`src/rtl/cache_wtbuf_drain_axi_pkg.sv`:
```
// rtl/cache_wtbuf_drain_axi_pkg.sv - shared types and constants for the write-through buffer drain
package cache_wtbuf_drain_axi_pkg;

  // Default cache geometry; the top-level parameters take these as defaults.
  localparam int CACHE_FRONTEND_ADDR_W = 32;
  localparam int CACHE_FRONTEND_DATA_W = 32;
  localparam int CACHE_BACKEND_DATA_W  = 512;
  localparam int CACHE_AXI_ADDR_W      = 32;
  localparam int CACHE_AXI_ID_W        = 4;
  localparam int CACHE_WTBUF_DEPTH_W   = 5;

  localparam logic [1:0] AXI_BURST_INCR = 2'b01;
  localparam logic [1:0] AXI_RESP_OKAY  = 2'b00;
  // Modifiable, bufferable: the backend may merge or delay write-through traffic.
  localparam logic [3:0] AXI_CACHE_WTBUF = 4'b0011;

  typedef enum logic [1:0] {
    IDLE = 2'd0,
    SEND = 2'd1,
    RESP = 2'd2
  } cache_wtbuf_drain_state_t;

  // Buffered frontend write at the default geometry.
  typedef struct packed {
    logic [CACHE_FRONTEND_ADDR_W-1:0]   addr;
    logic [CACHE_FRONTEND_DATA_W-1:0]   data;
    logic [CACHE_FRONTEND_DATA_W/8-1:0] strb;
  } cache_wtbuf_entry_t;

  // AXI AxSIZE encoding for a beat of the given byte count.
  function automatic logic [2:0] axi_size(input int bytes);
    return 3'($clog2(bytes));
  endfunction

endpackage

```
`src/rtl/cache_wtbuf_drain_axi_wtbuf_fifo.sv`:
```
// rtl/cache_wtbuf_drain_axi_wtbuf_fifo.sv - synchronous FIFO holding buffered write-through entries
module wtbuf_fifo
  import cache_wtbuf_drain_axi_pkg::*;
#(
  parameter int  DEPTH_W = CACHE_WTBUF_DEPTH_W,
  parameter type entry_t = cache_wtbuf_entry_t
) (
  input  logic               clk,
  input  logic               rst,
  input  logic               push_i,
  input  entry_t             push_entry_i,
  input  logic               pop_i,
  output entry_t             head_o,
  output logic [DEPTH_W:0]   count_o,
  output logic               full_o,
  output logic               empty_o
);

  localparam int DEPTH = 2 ** DEPTH_W;

  entry_t               mem_q [DEPTH];
  logic [DEPTH_W-1:0]   wr_ptr_q, wr_ptr_d;
  logic [DEPTH_W-1:0]   rd_ptr_q, rd_ptr_d;
  logic [DEPTH_W:0]     count_q, count_d;
  logic                 do_push, do_pop;

  assign full_o  = (count_q == (DEPTH_W+1)'(DEPTH));
  assign empty_o = (count_q == '0);
  assign count_o = count_q;
  assign head_o  = mem_q[rd_ptr_q];

  // Overflow and underflow requests are dropped here so callers need not guard them.
  assign do_push = push_i & ~full_o;
  assign do_pop  = pop_i & ~empty_o;

  // Next pointer/count state; pointers wrap naturally at DEPTH.
  always_comb begin
    wr_ptr_d = wr_ptr_q;
    rd_ptr_d = rd_ptr_q;
    count_d  = count_q;
    if (do_push) wr_ptr_d = wr_ptr_q + 1'b1;
    if (do_pop)  rd_ptr_d = rd_ptr_q + 1'b1;
    case ({do_push, do_pop})
      2'b10:   count_d = count_q + 1'b1;
      2'b01:   count_d = count_q - 1'b1;
      default: count_d = count_q;
    endcase
  end

  // Pointer and occupancy registers; reset discards all buffered entries.
  always_ff @(posedge clk or posedge rst) begin
    if (rst) begin
      wr_ptr_q <= '0;
      rd_ptr_q <= '0;
      count_q  <= '0;
    end else begin
      wr_ptr_q <= wr_ptr_d;
      rd_ptr_q <= rd_ptr_d;
      count_q  <= count_d;
    end
  end

  // Entry storage; contents are only meaningful between the pointers.
  always_ff @(posedge clk) begin
    if (do_push) mem_q[wr_ptr_q] <= push_entry_i;
  end

endmodule

```
`src/rtl/cache_wtbuf_drain_axi.sv`:
```
// rtl/cache_wtbuf_drain_axi.sv - drains the write-through buffer as single-beat AXI4 writes
module cache_wtbuf_drain_axi
  import cache_wtbuf_drain_axi_pkg::*;
#(
  parameter int FRONT_ADDR_W = CACHE_FRONTEND_ADDR_W,
  parameter int FRONT_DATA_W = CACHE_FRONTEND_DATA_W,
  parameter int BACK_DATA_W  = CACHE_BACKEND_DATA_W,
  parameter int AXI_ADDR_W   = CACHE_AXI_ADDR_W,
  parameter int AXI_ID_W     = CACHE_AXI_ID_W,
  parameter int DEPTH_W      = CACHE_WTBUF_DEPTH_W,
  parameter logic [AXI_ID_W-1:0] CACHE_AXI_ID = '0
) (
  input  logic                       ap_clk,
  input  logic                       areset,
  input  logic                       push_valid,
  output logic                       push_ready,
  input  logic [FRONT_ADDR_W-1:0]    push_addr,
  input  logic [FRONT_DATA_W-1:0]    push_data,
  input  logic [FRONT_DATA_W/8-1:0]  push_strb,
  output logic                       wtb_empty,
  output logic                       wtb_full,
  output logic                       write_error,
  output logic                       m_axi_awvalid,
  input  logic                       m_axi_awready,
  output logic [AXI_ADDR_W-1:0]      m_axi_awaddr,
  output logic [AXI_ID_W-1:0]        m_axi_awid,
  output logic [7:0]                 m_axi_awlen,
  output logic [2:0]                 m_axi_awsize,
  output logic [1:0]                 m_axi_awburst,
  output logic [3:0]                 m_axi_awcache,
  output logic [2:0]                 m_axi_awprot,
  output logic                       m_axi_awlock,
  output logic [3:0]                 m_axi_awqos,
  output logic                       m_axi_wvalid,
  input  logic                       m_axi_wready,
  output logic [BACK_DATA_W-1:0]     m_axi_wdata,
  output logic [BACK_DATA_W/8-1:0]   m_axi_wstrb,
  output logic                       m_axi_wlast,
  input  logic                       m_axi_bvalid,
  output logic                       m_axi_bready,
  input  logic [1:0]                 m_axi_bresp,
  input  logic [AXI_ID_W-1:0]        m_axi_bid
);

  localparam int FRONT_BYTES  = FRONT_DATA_W / 8;
  localparam int BACK_BYTES   = BACK_DATA_W / 8;
  localparam int FRONT_BYTE_W = $clog2(FRONT_BYTES);
  localparam int BACK_BYTE_W  = $clog2(BACK_BYTES);
  localparam int LANE_W       = BACK_BYTE_W - FRONT_BYTE_W;
  localparam int LANES        = BACK_DATA_W / FRONT_DATA_W;

  typedef struct packed {
    logic [FRONT_ADDR_W-1:0] addr;
    logic [FRONT_DATA_W-1:0] data;
    logic [FRONT_BYTES-1:0]  strb;
  } wtb_entry_t;

  wtb_entry_t               push_entry, head;
  logic [DEPTH_W:0]         fifo_count;
  logic                     fifo_full, fifo_empty, fifo_pop;

  cache_wtbuf_drain_state_t state_q;
  logic                     awvalid_q, wvalid_q, bready_q, write_error_q;
  logic [AXI_ADDR_W-1:0]    awaddr_q, awaddr_d;
  logic [BACK_DATA_W-1:0]   wdata_q, wdata_d;
  logic [BACK_BYTES-1:0]    wstrb_q, wstrb_d;
  logic [31:0]              strb_shift;
  logic                     aw_done, w_done;
  logic                     unused_bid;

  assign push_entry = '{addr: push_addr, data: push_data, strb: push_strb};

  wtbuf_fifo #(
    .DEPTH_W (DEPTH_W),
    .entry_t (wtb_entry_t)
  ) u_fifo (
    .clk          (ap_clk),
    .rst          (areset),
    .push_i       (push_valid),
    .push_entry_i (push_entry),
    .pop_i        (fifo_pop),
    .head_o       (head),
    .count_o      (fifo_count),
    .full_o       (fifo_full),
    .empty_o      (fifo_empty)
  );

  // The head entry leaves the buffer only once its write response has been taken.
  assign fifo_pop = (state_q == RESP) & bready_q & m_axi_bvalid;

  // Byte offset of the frontend word inside the backend beat; zero when the widths match.
  if (LANE_W > 0) begin : g_lane
    always_comb strb_shift = 32'(head.addr[BACK_BYTE_W-1:FRONT_BYTE_W]) * 32'(FRONT_BYTES);
  end else begin : g_no_lane
    assign strb_shift = '0;
  end

  // Map the head entry onto a full backend beat: aligned address, replicated data, shifted strobes.
  always_comb begin
    awaddr_d = AXI_ADDR_W'(head.addr & ~FRONT_ADDR_W'(BACK_BYTES - 1));
    wdata_d  = {LANES{head.data}};
    wstrb_d  = BACK_BYTES'(head.strb) << strb_shift;
  end

  // In SEND a channel's valid doubles as its not-done flag, so each channel completes independently.
  assign aw_done = ~awvalid_q | m_axi_awready;
  assign w_done  = ~wvalid_q  | m_axi_wready;

  // Drain FSM with one write outstanding; all AXI-facing controls are registered.
  always_ff @(posedge ap_clk or posedge areset) begin
    if (areset) begin
      state_q       <= IDLE;
      awvalid_q     <= 1'b0;
      wvalid_q      <= 1'b0;
      bready_q      <= 1'b0;
      awaddr_q      <= '0;
      wdata_q       <= '0;
      wstrb_q       <= '0;
      write_error_q <= 1'b0;
    end else begin
      case (state_q)
        IDLE: begin
          if (!fifo_empty) begin
            awaddr_q  <= awaddr_d;
            wdata_q   <= wdata_d;
            wstrb_q   <= wstrb_d;
            awvalid_q <= 1'b1;
            wvalid_q  <= 1'b1;
            state_q   <= SEND;
          end
        end
        SEND: begin
          if (m_axi_awready) awvalid_q <= 1'b0;
          if (m_axi_wready)  wvalid_q  <= 1'b0;
          if (aw_done && w_done) begin
            bready_q <= 1'b1;
            state_q  <= RESP;
          end
        end
        RESP: begin
          if (m_axi_bvalid) begin
            bready_q <= 1'b0;
            state_q  <= IDLE;
            // Errors are recorded but never block further draining.
            if (m_axi_bresp != AXI_RESP_OKAY) write_error_q <= 1'b1;
          end
        end
        default: begin
          awvalid_q <= 1'b0;
          wvalid_q  <= 1'b0;
          bready_q  <= 1'b0;
          state_q   <= IDLE;
        end
      endcase
    end
  end

  assign push_ready    = ~fifo_full;
  assign wtb_full      = fifo_full;
  assign wtb_empty     = (fifo_count == '0) & (state_q == IDLE);
  assign write_error   = write_error_q;

  assign m_axi_awvalid = awvalid_q;
  assign m_axi_awaddr  = awaddr_q;
  assign m_axi_awid    = CACHE_AXI_ID;
  assign m_axi_awlen   = 8'd0;
  assign m_axi_awsize  = axi_size(BACK_BYTES);
  assign m_axi_awburst = AXI_BURST_INCR;
  assign m_axi_awcache = AXI_CACHE_WTBUF;
  assign m_axi_awprot  = 3'b000;
  assign m_axi_awlock  = 1'b0;
  assign m_axi_awqos   = 4'd0;
  assign m_axi_wvalid  = wvalid_q;
  assign m_axi_wdata   = wdata_q;
  assign m_axi_wstrb   = wstrb_q;
  assign m_axi_wlast   = 1'b1;
  assign m_axi_bready  = bready_q;

  // Only one write is ever outstanding, so the response ID carries no information.
  assign unused_bid = ^m_axi_bid;

endmodule

```
`config.mk`:
```
export PLATFORM = sky130hd
export DESIGN_NAME = cache_wtbuf_drain_axi
export DESIGN_NICKNAME = d
export VERILOG_FILES = /design/src/rtl/cache_wtbuf_drain_axi_pkg.sv /design/src/rtl/cache_wtbuf_drain_axi_wtbuf_fifo.sv /design/src/rtl/cache_wtbuf_drain_axi.sv
export SDC_FILE = /design/constraint.sdc
export NUM_CORES = 2
export LEC_CHECK = 0
export BUFFER_PORTS_ARGS = -buffer_cell sky130_fd_sc_hd__buf_2
export CORE_MARGIN = 5
export CORE_UTILIZATION = 40
export CTS_BUF_LIST = sky130_fd_sc_hd__clkbuf_4 sky130_fd_sc_hd__clkbuf_8 sky130_fd_sc_hd__clkbuf_16
export DETAILED_ROUTE_END_ITERATION = 10
export RECOVER_POWER = 50
export SYNTH_ARGS = -nofsm -noshare
export SYNTH_HDL_FRONTEND = slang
export SYNTH_SLANG_ARGS = --single-unit
```
`constraint.sdc`:
```
create_clock -name ap_clk -period 5.3 [get_ports ap_clk]
set_input_delay 0.265 -clock ap_clk [delete_from_list [all_inputs] [get_ports ap_clk]]
set_output_delay 0.265 -clock ap_clk [all_outputs]
set_load 0.01 [all_outputs]
```
# Word level (Yosys, flattened, before mapping)
# Memory sizes are Yosys's and may differ from the RTL's.
# Cells that the tools add are included.
# classes
add_sub_neg	4
n_eq_ne	10
shift	1
muxes	15
bitwise_logic	13
n_reduce_logical	11
# ops
cell	count
<< shifter 4 x 6 -> 64 bit	1
AND reduction 3 bit	5
case mux 6 bit (2 select lines)	1
adder 5 x 1 -> 5 bit (second input constant)	2
inequality test 2 bit (second input constant)	5
case mux 1 bit (3 select lines)	3
two-way mux 1 bit	7
adder 6 x 1 -> 6 bit (second input constant)	1
equality test 6 bit (second input constant)	1
zero test 6 bit	1
two-way mux 2 bit	3
inverter 1 bit	6
case mux 2 bit (3 select lines)	1
subtractor 6 x 1 -> 6 bit (second input constant)	1
AND 1 bit	5
equality test 2 x 1 -> 1 bit (second input constant)	2
equality test 2 bit (second input constant)	2
nonzero test 2 bit	2
zero test 2 bit	1
OR 1 bit	2
AND reduction 2 bit	1
logical AND 1 bit	1
# word_totals
reg_bits	624
ramBits	2176
input_bits	80
output_inout_bits	645
elab_cells	66
n_memories	1
# mem_list
memory	words	word_bits	read_ports	rd_ports_with_merged_regs	wr	line	source
u_fifo.mem_q	32	68	1	0	1	cache_wtbuf_drain_axi_wtbuf_fifo.sv:21	entry_t mem_q [DEPTH];

# Depth between registers and ports, before layout
# depth
ltp_word	6
mapped_depth	13
mapped_depth_nobuf	12

# Hierarchy
# Synthesis repeated with hierarchy kept, for this count alone.
# unflattened
hier_cells	4933
hier_area_um2	92498.7
# modules_own_cells
module	n_inst	cells_per_inst	area_per_inst_um2
wtbuf_fifo	1	3919	83720.3
cache_wtbuf_drain_axi	1	1014	8778.4

# Worst setup path before layout
# No wires, ideal clock.
# synth_path
path_kind	reg-to-reg
start	reg u_fifo.count_q[0], in the netlist u_fifo.count_o[0]
end	mem u_fifo.mem_q[31][0] (netlist name), enable pin
setup_ns	0.491
arrival_time_ns	3.939
path_slack_ns	0.870
stages_incl_launch_ff	8
path_buffers	2
period_less_slack_ns	4.430
cell_sequence	dfrtp_1 or4_1 or3b_2 and2_1 buf_2 nand2_1 buf_4 nor2_1
# synth_between
elab_chain_cells	5
# synth_rtl
item	line	source
from (decl)	cache_wtbuf_drain_axi_wtbuf_fifo.sv:24	logic [DEPTH_W:0] count_q, count_d;
from (signal assigned)	cache_wtbuf_drain_axi_wtbuf_fifo.sv:59	count_q <= count_d;
equality test 6 bit	cache_wtbuf_drain_axi_wtbuf_fifo.sv:27	assign full_o = (count_q == (DEPTH_W+1)'(DEPTH));
inverter 1 bit	-	
via push_ready	cache_wtbuf_drain_axi.sv:16	output logic push_ready,
AND 1 bit	cache_wtbuf_drain_axi_wtbuf_fifo.sv:33	assign do_push = push_i & ~full_o;
two-way mux 1 bit	cache_wtbuf_drain_axi_wtbuf_fifo.sv:65	if (do_push) mem_q[wr_ptr_q] <= push_entry_i;
two-way mux 1 bit (not written as such)	cache_wtbuf_drain_axi_wtbuf_fifo.sv:65	
to (decl)	cache_wtbuf_drain_axi_wtbuf_fifo.sv:21	
# The timed path passes the listed nets, and every way through them passes these cells.

# Final worst setup path
# layout_path
start	reg u_fifo.count_q[1], in the netlist u_fifo.count_o[1]
end	mem u_fifo.mem_q[3][66] (netlist name), enable pin
# layout_between
elab_chain_cells	5
# layout_rtl
item	line
equality test 6 bit	cache_wtbuf_drain_axi_wtbuf_fifo.sv:27
inverter 1 bit	cache_wtbuf_drain_axi_wtbuf_fifo.sv:33
AND 1 bit	cache_wtbuf_drain_axi_wtbuf_fifo.sv:33
two-way mux 1 bit	cache_wtbuf_drain_axi_wtbuf_fifo.sv:65
two-way mux 1 bit (not written as such)	cache_wtbuf_drain_axi_wtbuf_fifo.sv:65
# No other way between the ends.

==> qor.csv <==
metric,value,unit
drt drc,0,
hpwl dp,113000,um
Yosys reg bits,2256,
Wirelength per Cell,27.5,um
# H-tree levels,4,
Area growth syn-to-layout,12.7,%
Die H,485,um
share of layout cells above drive strength 1,27.9,%
# nets final,4800,
gr usage total,18.0,%
actual slew at the worst max-slew pin,2.55,ns
Compound-Gate Fraction of Synth Area,2.01,%
met3 wire len,15100,um
prevailing post-synth register cell,edfxtp_1,
adder-cell share of the synthesized area,0.161,%
# port buffers,682,
Die Footprint,235000,um^2
Required @ worst endpoint,5.75,ns
Peak VDD IR,0.458,mV
Routed Antenna Nets,0,
"most common cell after layout, fill and taps aside",edfxtp_1,
"Largest stage delay, worst path",1.14,ns
crit path max-delay cell type,nor2_4,
Synth Area in Simple Gates,1.81,%
Worst Setup Start Kind,flip-flop,
Sequential Power Share,41.2,%
leakage,32.9,nW
crit path DAT,4.51,ns
Critical Path Fanout Max,47,
Pre-antenna DRT Iters,5,
sw frac,31.0,%
met2 wire length,106000,um
met1 WL,91400,um
Final Max Tran Viols,41,
Clk pwr share,30.3,%
largest net degree at the start of global routing,119,
multiplexer share of the synthesized area,15.8,%
Max Cap Violations,1,
status,"finished, violations left",
Initial DRC Count,4015,
post-synthesis sequential area ratio,74.3,%
global route total overflow,0,
CTS tree,done,
Routed WL,218000,um
failing checks,"capacitance limit, slew limit",
Comb power frac,28.5,%
vias per cell,5.37,
vias in the first global route,43000,
initial antenna violation count,25,
Post-synth EDFFs,2112,
Num CTS Buffers,225,
setup TNS,0,ns
"Buf+Inv Stages, Crit Path",1,
boundary pin count,725,
"Cell Area, Synth",90200,um^2
CTS Sinks,2256,
GPL Wtd Cong,0.725,
worst setup margin,1.24,ns
vias,42500,
"Power, Total",0.0537,W
Psw,0.0166,W
"Reg clk slew, reported paths",0.06,ns
first-pass GRT wire length,310000,um
Post-Syn Instances,4326,
Starting Density,40.1,%
root buffer cell,clkbuf_16,
RSZ-0062 raised after global routing,no,
pwr/cell area,528,nW/um^2
Setup WS pre-CTS,1.21,ns
critical path capture point type,flip-flop,
Tmin final,4.06,ns
share of the synthesized area in the top cell type,70.3,%
Die Width,485,um
Yosys top cell by area,edfxtp_1,
xor and xnor area share after synthesis,0.117,%
largest family of logic cells by synthesized area,multiplexers,
Int Pwr,0.0371,W
CP Class,reg -> reg,
final setup fails,0,
Synth Warn #,0,
row count,174,
CORE AREA,225000,um^2
f_max,247,MHz
Synth area leaders,"edfxtp_1 (70%), mux4_2 (14%), buf_4 (4.6%), dfrtp_1 (4.0%), nand2_1 (0.89%)",
worst skew pair latency,0.86,ns
final worst path period share,76.5,%
syn avg cell area,20.8,um^2
max_slew headroom,-70.8,%
Longest Clk Path Bufs,3,
most frequent cells in the layout,"edfxtp_1 (2,112), mux4_2 (580), clkbuf_1 (444)",
"Hold Violations, Final",0,
Post-synth ARST share,6.38,%
Layout Skew,0.0517,ns
count of cell types in the netlist,69,
Worst Hold Class,in -> reg,
worst-path cell chain,or4_1 > or3b_2 > and2_1 > nand2_1 > nor2_4 > buf_12,
CP top delay family,simple AND/OR/NAND/NOR gates,
top sig layer,met5,
Final Util,45.3,%
## stage by stage
step | cell area, um^2 | std cells | hold WS [ns]
floorplan | 90300 | 4360 | 0.364
global placement | 93700 | 7399 | 0.326
detailed placement | 93700 | 7399 | 0.325
CTS | 102000 | 7898 | 0.0998
global route | 102000 | 7901 | 0.0985
finish | 102000 | 7911 | 0.123
## flip-flops by register name (all words and copies together), names as in the netlist, 2 cells and up
| register | flops |
|---|---|
| state_q | 2 |
| u_fifo.rd_ptr_q | 5 |
| m_axi_wstrb | 64 |
| u_fifo.wr_ptr_q | 5 |
| u_fifo.mem_q | 2112 |
| u_fifo.count_o | 6 |
| m_axi_awaddr | 26 |
| m_axi_wdata | 32 |
## cell type report
type                       count  area, um^2
tap                         2992        3740
clock inverter               124        1270
clock buffer                 300        6440
fill                       19000      123000
sequential                  2256       67000
antenna                       13        32.5
multi-input combinational   1362       18300
inverter                      15        70.1
timing repair buffer         849        4760
## path summary, 6_finish.rpt
path / endpoint / cells after the start / from / slack (ns)
hold / removal: u_fifo.wr_ptr_q[0] / 3 / push_valid / 0.12
min in group asynchronous: u_fifo.count_o[1] / 4 / areset / 1.23
setup reg to reg: u_fifo.mem_q[3][66] / 6 / u_fifo.count_o[1] / 1.24
max in group asynchronous: m_axi_wdata[486] / 5 / areset / 2.06
hold reg to reg: m_axi_wstrb[15] / 2 / m_axi_wstrb[15] / 0.47
setup / recovery: u_fifo.mem_q[3][66] / 6 / u_fifo.count_o[1] / 1.24
## logic make-up (layout without fill, tap and decap cells)
kind of cell / count (synthesis) / after routing
AOI/OAI and AO/OA: 274 / 274
muxes: 670 / 670
xor gates and xnor gates: 12 / 12
DFF: 2256 / 2256
other: 2 / 49
buffers and inverters: 742 / 1288
adders and majority gates: 11 / 11
and+or+nand+nor: 359 / 359
## routing by layer
layer,vias to the layer above,global-route usage (%)
met2,1466,29.0
met5,-,0
met1,22800,25.3
li1,17800,-
met3,302,3.69
met4,14,4.65
## synth_stat cells (all sizes together) (4+ instances only)
cell and number:
edfxtp 2112, buf 673, mux4 596, nand2 222
dfrtp 144, o21ai 125, mux2i 61, clkbuf 54
nor2 43, a21oi 38, nor2b 35, a211oi 30
a311oi 30, nand3 17, inv 15, mux2 13
a221oi 12, ha 10, xnor2 10, nand2b 8
o41ai 8, nand4 7, o22ai 6, a32oi 4
nor3 4, o221ai 4, or3 4
## repair_timing
action / in CTS / in global routing
endpoints found under the hold margin: 2183 / 0
buffers inserted: 0 / 0
resized for setup: 0 / 0
hold buffers: 75 / 0
## power by group through the flow
stage / sequential, W / clock, W / combinational (W)
finish: 0.0221 / 0.0163 / 0.0153
global route: 0.0223 / 0.0174 / 0.0164
CTS: 0.0221 / 0.0166 / 0.0160
detailed placement: 0.0225 / 0 / 0.0159
global placement: 0.0224 / 0 / 0.0159
floorplan: 0.0223 / 0 / 0.0128
## worst reg2reg max path, stage by stage, from the launching register on
cell and delay (ns):
dfrtp_1 0.39, or4_1 0.16, or3b_2 0.14, and2_1 0.54, nand2_1 0.70, nor2_4 1.15, buf_12 0.52
No activity file was read; power rests on OpenSTA's default activity.
